### src/rtl/feature_if.sv
// Score stream between pipeline stages: valid/ready handshake carrying a small
// vector of signed features, of which the classifier uses element 0.
interface feature_if #(
  parameter int FW           = 8,
  parameter int NUM_FEATURES = 1
);
  typedef logic signed [FW-1:0] feature_type;

  logic        valid;
  logic        ready;
  feature_type features [NUM_FEATURES];

  modport master (output valid, output features, input ready);
  modport slave  (input valid, input features, output ready);
endinterface

### src/rtl/argmax_classifier.sv
// Final pipeline stage: picks the best of NUM_CLASSES streamed scores per frame
// and reports index, score, best-minus-second margin and a low-confidence flag.
module argmax_classifier #(
  parameter int          NUM_CLASSES     = 10,
  parameter int unsigned LOW_CONF_MARGIN = 0,
  parameter int          FW              = 8
) (
  input  logic                           clock,
  input  logic                           reset,
  feature_if.slave                       features_in,
  output logic                           class_valid,
  input  logic                           class_ready,
  output logic [$clog2(NUM_CLASSES)-1:0] class_index,
  output logic signed [FW-1:0]           class_score,
  output logic [FW:0]                    class_margin,
  output logic                           low_conf,
  output logic [15:0]                    frame_count
);
  localparam int                 IW        = $clog2(NUM_CLASSES);
  localparam logic [IW-1:0]      LAST_BEAT = IW'(NUM_CLASSES - 1);
  localparam logic signed [FW-1:0] MOST_NEG = {1'b1, {(FW-1){1'b0}}};

  typedef enum logic {ST_ACCUM, ST_RESULT} state_e;

  state_e                state_q, state_d;
  logic [IW-1:0]         beat_cnt_q, beat_cnt_d;
  logic [IW-1:0]         best_idx_q, best_idx_d;
  logic signed [FW-1:0]  best_q, best_d;
  logic signed [FW-1:0]  second_q, second_d;
  logic [IW-1:0]         class_index_q;
  logic signed [FW-1:0]  class_score_q;
  logic [FW:0]           class_margin_q;
  logic                  low_conf_q;
  logic [15:0]           frame_count_q;

  logic                  beat_acc;
  logic                  last_beat;
  logic                  result_hs;
  logic signed [FW-1:0]  x;
  logic [FW:0]           margin_d;
  logic                  low_conf_d;

  assign x         = features_in.features[0];
  assign beat_acc  = features_in.valid && (state_q == ST_ACCUM);
  assign last_beat = (beat_cnt_q == LAST_BEAT);
  assign result_hs = (state_q == ST_RESULT) && class_ready;

  // NOTE: every variable gets its hold value first so no path leaves it unassigned (no latches).
  always_comb begin
    state_d    = state_q;
    beat_cnt_d = beat_cnt_q;
    best_d     = best_q;
    second_d   = second_q;
    best_idx_d = best_idx_q;

    if (beat_acc) begin
      if (beat_cnt_q == '0) begin
        best_d     = x;
        best_idx_d = '0;
        second_d   = MOST_NEG;
      end else if (x > best_q) begin
        second_d   = best_q;
        best_d     = x;
        best_idx_d = beat_cnt_q;
      end else if (x > second_q) begin
        second_d = x;
      end

      if (last_beat) begin
        beat_cnt_d = '0;
        state_d    = ST_RESULT;
      end else begin
        beat_cnt_d = beat_cnt_q + 1'b1;
      end
    end

    if (result_hs) state_d = ST_ACCUM;
  end

  // Sign-extend by one bit so best - second never overflows; best >= second always.
  assign margin_d = {best_d[FW-1], best_d} - {second_d[FW-1], second_d};

  if (LOW_CONF_MARGIN == 0) begin : g_no_low_conf
    assign low_conf_d = 1'b0;
  end else begin : g_low_conf
    assign low_conf_d = (32'(margin_d) < LOW_CONF_MARGIN);
  end

  // NOTE: sequential state uses non-blocking assignments so every register samples pre-edge values.
  always_ff @(posedge clock) begin
    if (reset) begin
      state_q        <= ST_ACCUM;
      beat_cnt_q     <= '0;
      best_idx_q     <= '0;
      class_index_q  <= '0;
      class_score_q  <= '0;
      class_margin_q <= '0;
      low_conf_q     <= 1'b0;
      frame_count_q  <= '0;
    end else begin
      state_q    <= state_d;
      beat_cnt_q <= beat_cnt_d;
      best_idx_q <= best_idx_d;
      if (beat_acc && last_beat) begin
        class_index_q  <= best_idx_d;
        class_score_q  <= best_d;
        class_margin_q <= margin_d;
        low_conf_q     <= low_conf_d;
      end
      if (result_hs) frame_count_q <= frame_count_q + 16'd1;
    end
  end

  // NOTE: running best/second are reloaded by beat 0 of every frame, so they need no reset.
  always_ff @(posedge clock) begin
    best_q   <= best_d;
    second_q <= second_d;
  end

  assign features_in.ready = (state_q == ST_ACCUM);
  assign class_valid       = (state_q == ST_RESULT);
  assign class_index       = class_index_q;
  assign class_score       = class_score_q;
  assign class_margin      = class_margin_q;
  assign low_conf          = low_conf_q;
  assign frame_count       = frame_count_q;
endmodule
### src/flat_wrapper.sv
// flat-port wrapper written by rule: the top's interface ports become plain ports
module argmax_classifier_flat 
#(
  parameter int          NUM_CLASSES     = 10,
  parameter int unsigned LOW_CONF_MARGIN = 0,
  parameter int          FW              = 8
)
  (clock, reset, class_valid, class_ready, class_index, class_score, class_margin, low_conf, frame_count, features_in_valid, features_in_features, features_in_ready);
  feature_if #(.FW(FW)) features_in_i ();
  input  logic clock;
  input  logic reset;
  output logic class_valid;
  input  logic class_ready;
  output logic [$clog2(NUM_CLASSES)-1:0] class_index;
  output logic signed [FW-1:0] class_score;
  output logic [FW:0] class_margin;
  output logic low_conf;
  output logic [15:0] frame_count;
  input wire logic [$bits(features_in_i.valid)-1:0] features_in_valid;
  input wire logic [$bits(features_in_i.features)-1:0] features_in_features;
  output wire logic [$bits(features_in_i.ready)-1:0] features_in_ready;
  assign features_in_i.valid = features_in_valid;
  assign features_in_i.features = {>>{features_in_features}};
  assign features_in_ready = features_in_i.ready;
  argmax_classifier #(.NUM_CLASSES(NUM_CLASSES), .LOW_CONF_MARGIN(LOW_CONF_MARGIN), .FW(FW)) u_core (.clock(clock), .reset(reset), .features_in(features_in_i), .class_valid(class_valid), .class_ready(class_ready), .class_index(class_index), .class_score(class_score), .class_margin(class_margin), .low_conf(low_conf), .frame_count(frame_count));
endmodule
### config.mk
export PLATFORM = sky130hd
export DESIGN_NAME = argmax_classifier_flat
export DESIGN_NICKNAME = d
export VERILOG_FILES = /design/src/rtl/feature_if.sv /design/src/rtl/argmax_classifier.sv /design/src/flat_wrapper.sv
export SDC_FILE = /design/constraint.sdc
export NUM_CORES = 1
export LEC_CHECK = 0
export ABC_AREA = 1
export ABC_CLOCK_PERIOD_IN_PS = 4000
export BUFFER_PORTS_ARGS = -buffer_cell sky130_fd_sc_hd__buf_4
export CORE_MARGIN = 2
export CORE_UTILIZATION = 40
export CTS_CLUSTER_SIZE = 25
export DETAILED_ROUTE_END_ITERATION = 10
export GPL_ROUTABILITY_DRIVEN = 0
export GPL_TIMING_DRIVEN = 0
export PLACE_DENSITY_LB_ADDON = 0.12
export SYNTH_ARGS = -nofsm -noshare
export SYNTH_HDL_FRONTEND = slang
export SYNTH_SLANG_ARGS = --single-unit
### constraint.sdc
create_clock -name clock -period 4 [get_ports clock]
set_clock_uncertainty 0.05 [all_clocks]
set_input_delay 0.2 -clock clock [delete_from_list [all_inputs] [get_ports clock]]
set_output_delay 0.2 -clock clock [all_outputs]
set_load 0.03 [all_outputs]
# After elaboration in Yosys (flattened, before gate mapping)
# Cells that the tools add are included.
# op_classes
addsub	3
mux	11
order_cmp	2
n_reduce_logical	6
n_eq_ne	1
bitwise	1
# ops
op	n
two-way mux 8 bit	7
adder 16 x 1 -> 16 bit, second input constant	1
greater-than comparator 8 bit	2
two-way mux 4 bit	4
subtractor 8 x 8 -> 9 bit	1
adder 4 x 1 -> 4 bit, second input constant	1
equality test 4 bit, second input constant	1
zero test 4 bit	1
logical AND 1 bit	3
AND reduction 2 bit	1
OR reduction 2 bit	1
inverter 1 bit	1
# word_totals
register_bits	62
output_inout_bits	40

# Depth between registers and ports, before layout
# depth
word_depth	6
ltp_mapped	28
ltp_nobuf	28

# Least setup slack after synthesis
# Ideal clock, no wire load.
# synth_timing
path_type	reg-to-reg
startpoint	register u_core.best_q[4]
endpoint	register u_core.class_margin_q[8], in the netlist u_core.class_margin[8]
setup_slack_ns	0.921
setup_ns	0.122
arrival_ns	2.907
n_path_buf	1
t_required_ns	3.828
stages_incl_launch_ff	24
path_cell_list	dfxtp_1 inv_1 ha_1 nand3_1 nor2_1 nor2_1 nand3_1 nand2_1 nand2_2 nand2_4 clkbuf_1 o21ai_0 a21oi_1 o21ai_0 ha_1 fa_1 o21bai_1 nand2_1 nand2_2 nand3_2 nand2_1 nand2_1 nand2_1 a21oi_2
# synth_between
elab_chain_cells	5
# synth_rtl
item	line_no	source
from (decl)	argmax_classifier.sv:28	logic signed [FW-1:0] best_q, best_d;
from (signal assigned)	argmax_classifier.sv:116	best_q <= best_d;
greater-than comparator 8 bit	argmax_classifier.sv:61	end else if (x > best_q) begin
two-way mux 8 bit	argmax_classifier.sv:61	
two-way mux 8 bit	argmax_classifier.sv:57	if (beat_cnt_q == '0) begin
two-way mux 8 bit	argmax_classifier.sv:56	if (beat_acc) begin
named net u_core.second_d[0]	argmax_classifier.sv:29	logic signed [FW-1:0] second_q, second_d;
subtractor 8 x 8 -> 9 bit	argmax_classifier.sv:81	assign margin_d = {best_d[FW-1], best_d} - {second_d[FW-1], second_d};
to (signal assigned)	argmax_classifier.sv:107	class_margin_q <= margin_d;
to (decl)	argmax_classifier.sv:32	logic [FW:0] class_margin_q;
# The timed path passes the listed nets, and every way through them passes these cells.
# A chain may end at the register's enable or synchronous reset.

# Worst setup path in the final report
# layout_timing
startpoint	register u_core.best_q[4]
endpoint	register u_core.class_margin_q[7], in the netlist u_core.class_margin[7]
# layout_between
elab_chain_cells	5
# layout_rtl
item	line_no
greater-than comparator 8 bit	argmax_classifier.sv:61
two-way mux 8 bit	argmax_classifier.sv:61
two-way mux 8 bit	argmax_classifier.sv:57
two-way mux 8 bit	argmax_classifier.sv:56
subtractor 8 x 8 -> 9 bit (*)	argmax_classifier.sv:81
# Mark *: on every way between the ends. The rest lies on a longest branch, timed or not.

==> run metrics <==
synth unique cells=38; synthesis-stage register bit count=62; post-layout util=0.499; Critical Path Slowest Stage Cell=dfxtp_1; global-route wire length before repair=13.8 mm; fillers=806; leakage dissipation=0.00196 uW; # rows=33; number of vias after detailed routing=3,117; xor/xnor share of the synthesized area=0.00527; status=finished, final reports clean; TritonRoute pass-1 iters=4; Post-synth EDFFs=0; Initial Util=0.409; postcts setup bufs=0; Syn Area/Cell=7.24 sq um; area of the multi-input gates=0.00173 sq mm; GRT Overall Usage=0.197; most frequent cells in the layout=inv_1 (75), nand2_1 (71), dfxtp_1 (62); area of the core=0.00813 sq mm; main combinational cell family by area after synthesis=simple AND/OR/NAND/NOR gates; Warnings, synthesis=0; pin count of the biggest net entering global routing=12; initial DRC count=181; Top FF cell, synth=dfxtp_1; slew margin rel.=0.609; Max Clk Rate=0.284 GHz; worst hold path class=in -> reg; Die X=95.2 microns; Total Neg Setup Slack=0 ns; cell area after synthesis=0.00332 sq mm; MaxCap Viol Count=0; RSZ-0062 raised after global routing=false; DRC=0; Setup crit start kind=flip-flop; vias per cell=4.94; final number of max-transition violations=0; CTS HTree Levels=3; Inserted Clock Buffers=9; wire per inst=13.2 microns; Final HPWL DP=6.40 mm; Die H=95.2 microns; diode count=0; num ports=52; Final period util=0.882; crit path capture type=flip-flop; initial antenna violation count=0; final setup vio count=0; CTS Root Cell=clkbuf_8; clock sinks=62; Async S/R FF share, synth=0; port bufs=50; CTS tree=built; post-synthesis mux area share=0; CP Data Required Time=4.19 ns; post-synthesis simple-gate area fraction=0.256; post-synthesis adder-cell area fraction=0.0926; post-place setup slack=0.368 ns; Routed WL=8.30 mm; # nets final=557; ANT nets after route=0; CP Class=reg -> reg; Hold Vio Cnt, Final=0; clock slew at reported path FFs=0.08 ns; Syn Nets=495; vias in the first global route=2,863; sequential cell area=0.00124 sq mm; gate count after technology mapping=459; CP Max Fanout=10; Synth Area in Compound Gates=0.166; Tmin final=3.53 ns; die area=0.00906 sq mm; global route total overflow=0; post-synthesis sequential area ratio=0.373; maximum vdd drop=0.230 mV; layout cells sized above 1=0.181; Worst path max stage delay=0.36 ns; Area Overhead vs Synth=22.1%; cell area power density=452 mW/mm^2; commonest non-fill, non-tap cell in the layout=inv_1; Worst-Margin Slew=0.587 ns; setup ws final=0.473 ns; clock latency on the worst-skew pair=0.34 ns; clk buf depth=2; most used cell, CP=nand2_1; WP data arrival=3.72 ns
## cell type report
type                       count  share of cell area
buffer                        12              0.0126
clock buffer                  10              0.0315
clock inverter                 6              0.0213
inverter                      81              0.0749
multi-input combinational    304               0.426
sequential                    62               0.306
tap                          105              0.0324
timing repair buffer          51              0.0950
## logic make-up after synthesis
family,count (synthesis)
AO/OA/AOI/OAI,97
XOR/XNOR,2
adder cells (fa/ha/maj),24
buffers and inverters,93
flip-flops,62
other,1
AND/OR/NAND/NOR,180
## worst max-delay path: cells and delay by family (launching register included)
kind | cells | cell delay [ns]
AO/OA/AOI/OAI | 3 | 0.62
adder cells (fa/ha/maj) | 2 | 0.62
buffers and inverters | 5 | 0.48
flip-flops | 1 | 0.36
AND/OR/NAND/NOR | 16 | 1.29
## through the flow
| step | hold slack (ns) | power [uW] | area [sq um] | instances |
|---|---|---|---|---|
| 2_1_floorplan | 0.228 | 1110 | 3320 | 459 |
| 4_1_cts | 0.130 | 1850 | 4060 | 631 |
| 3_3_place_gp | 0.351 | 1230 | 3830 | 614 |
| 3_5_place_dp | 0.351 | 1240 | 3830 | 614 |
| 5_1_grt | 0.137 | 1960 | 4060 | 631 |
| 6_report | 0.137 | 1840 | 4060 | 631 |
## cells in the mapped netlist, types with 3 or more instances
library cell | instances | area, sq um
nor3_1 | 9 | 45.0
nand2_1 | 71 | 267
o211ai_1 | 3 | 22.5
nand4_1 | 4 | 25.0
nand2_2 | 8 | 50.1
o21ai_0 | 46 | 230
clkbuf_1 | 11 | 41.3
a2bb2oi_1 | 4 | 35.0
ha_1 | 23 | 288
nand2_4 | 3 | 33.8
nor2_1 | 36 | 135
nand3_1 | 35 | 175
inv_1 | 75 | 282
nor3b_1 | 3 | 22.5
o21a_1 | 4 | 30.0
a21oi_1 | 26 | 130
inv_2 | 5 | 18.8
dfxtp_1 | 62 | 1240
nand3_2 | 6 | 60.1
## layer usage
| metal | vias to the layer above | part of all wire | wire length (microns) | global-route usage |
|---|---|---|---|---|
| met5 | - | 0 | 0 | 0 |
| met4 | 0 | 0.0099 | 82 | 0.0531 |
| met3 | 6 | 0.043 | 355 | 0.0474 |
| met2 | 65 | 0.44 | 3640 | 0.304 |
| met1 | 1411 | 0.51 | 4230 | 0.274 |
| li1 | 1635 | - | - | - |
## where the power goes
part           switching (uW)  internal, uW  total, uW
Combinational             352           198        550
Clock                     254           350        604
Sequential               23.2           658        681
## final timing paths
kind | startpoint | endpoint | slack [ns] | cells after the start
hold reg to reg | u_core.class_margin[4] | u_core.class_margin[4] | 0.44 | 2
hold / removal | features_in_features[2] | u_core.best_q[2] | 0.14 | 3
setup / recovery | u_core.best_q[4] | u_core.class_margin[7] | 0.47 | 26
setup reg to reg | u_core.best_q[4] | u_core.class_margin[7] | 0.47 | 26
## timing repair
item,in CTS,in global routing
endpoints found under the hold margin,1,0
setup endpoints to repair,0,2
gates resized for setup,0,5
hold buffers,1,0
## registers in the layout, indices dropped and copies added (netlist names)
register and cells:
u_core.class_margin 9, u_core.beat_cnt_q 4, u_core.class_valid 1, u_core.class_score 8, u_core.best_idx_q 4, u_core.class_index 4
u_core.best_q 8, u_core.frame_count 16, u_core.second_q 8
Power figures use the tool's default switching activity.
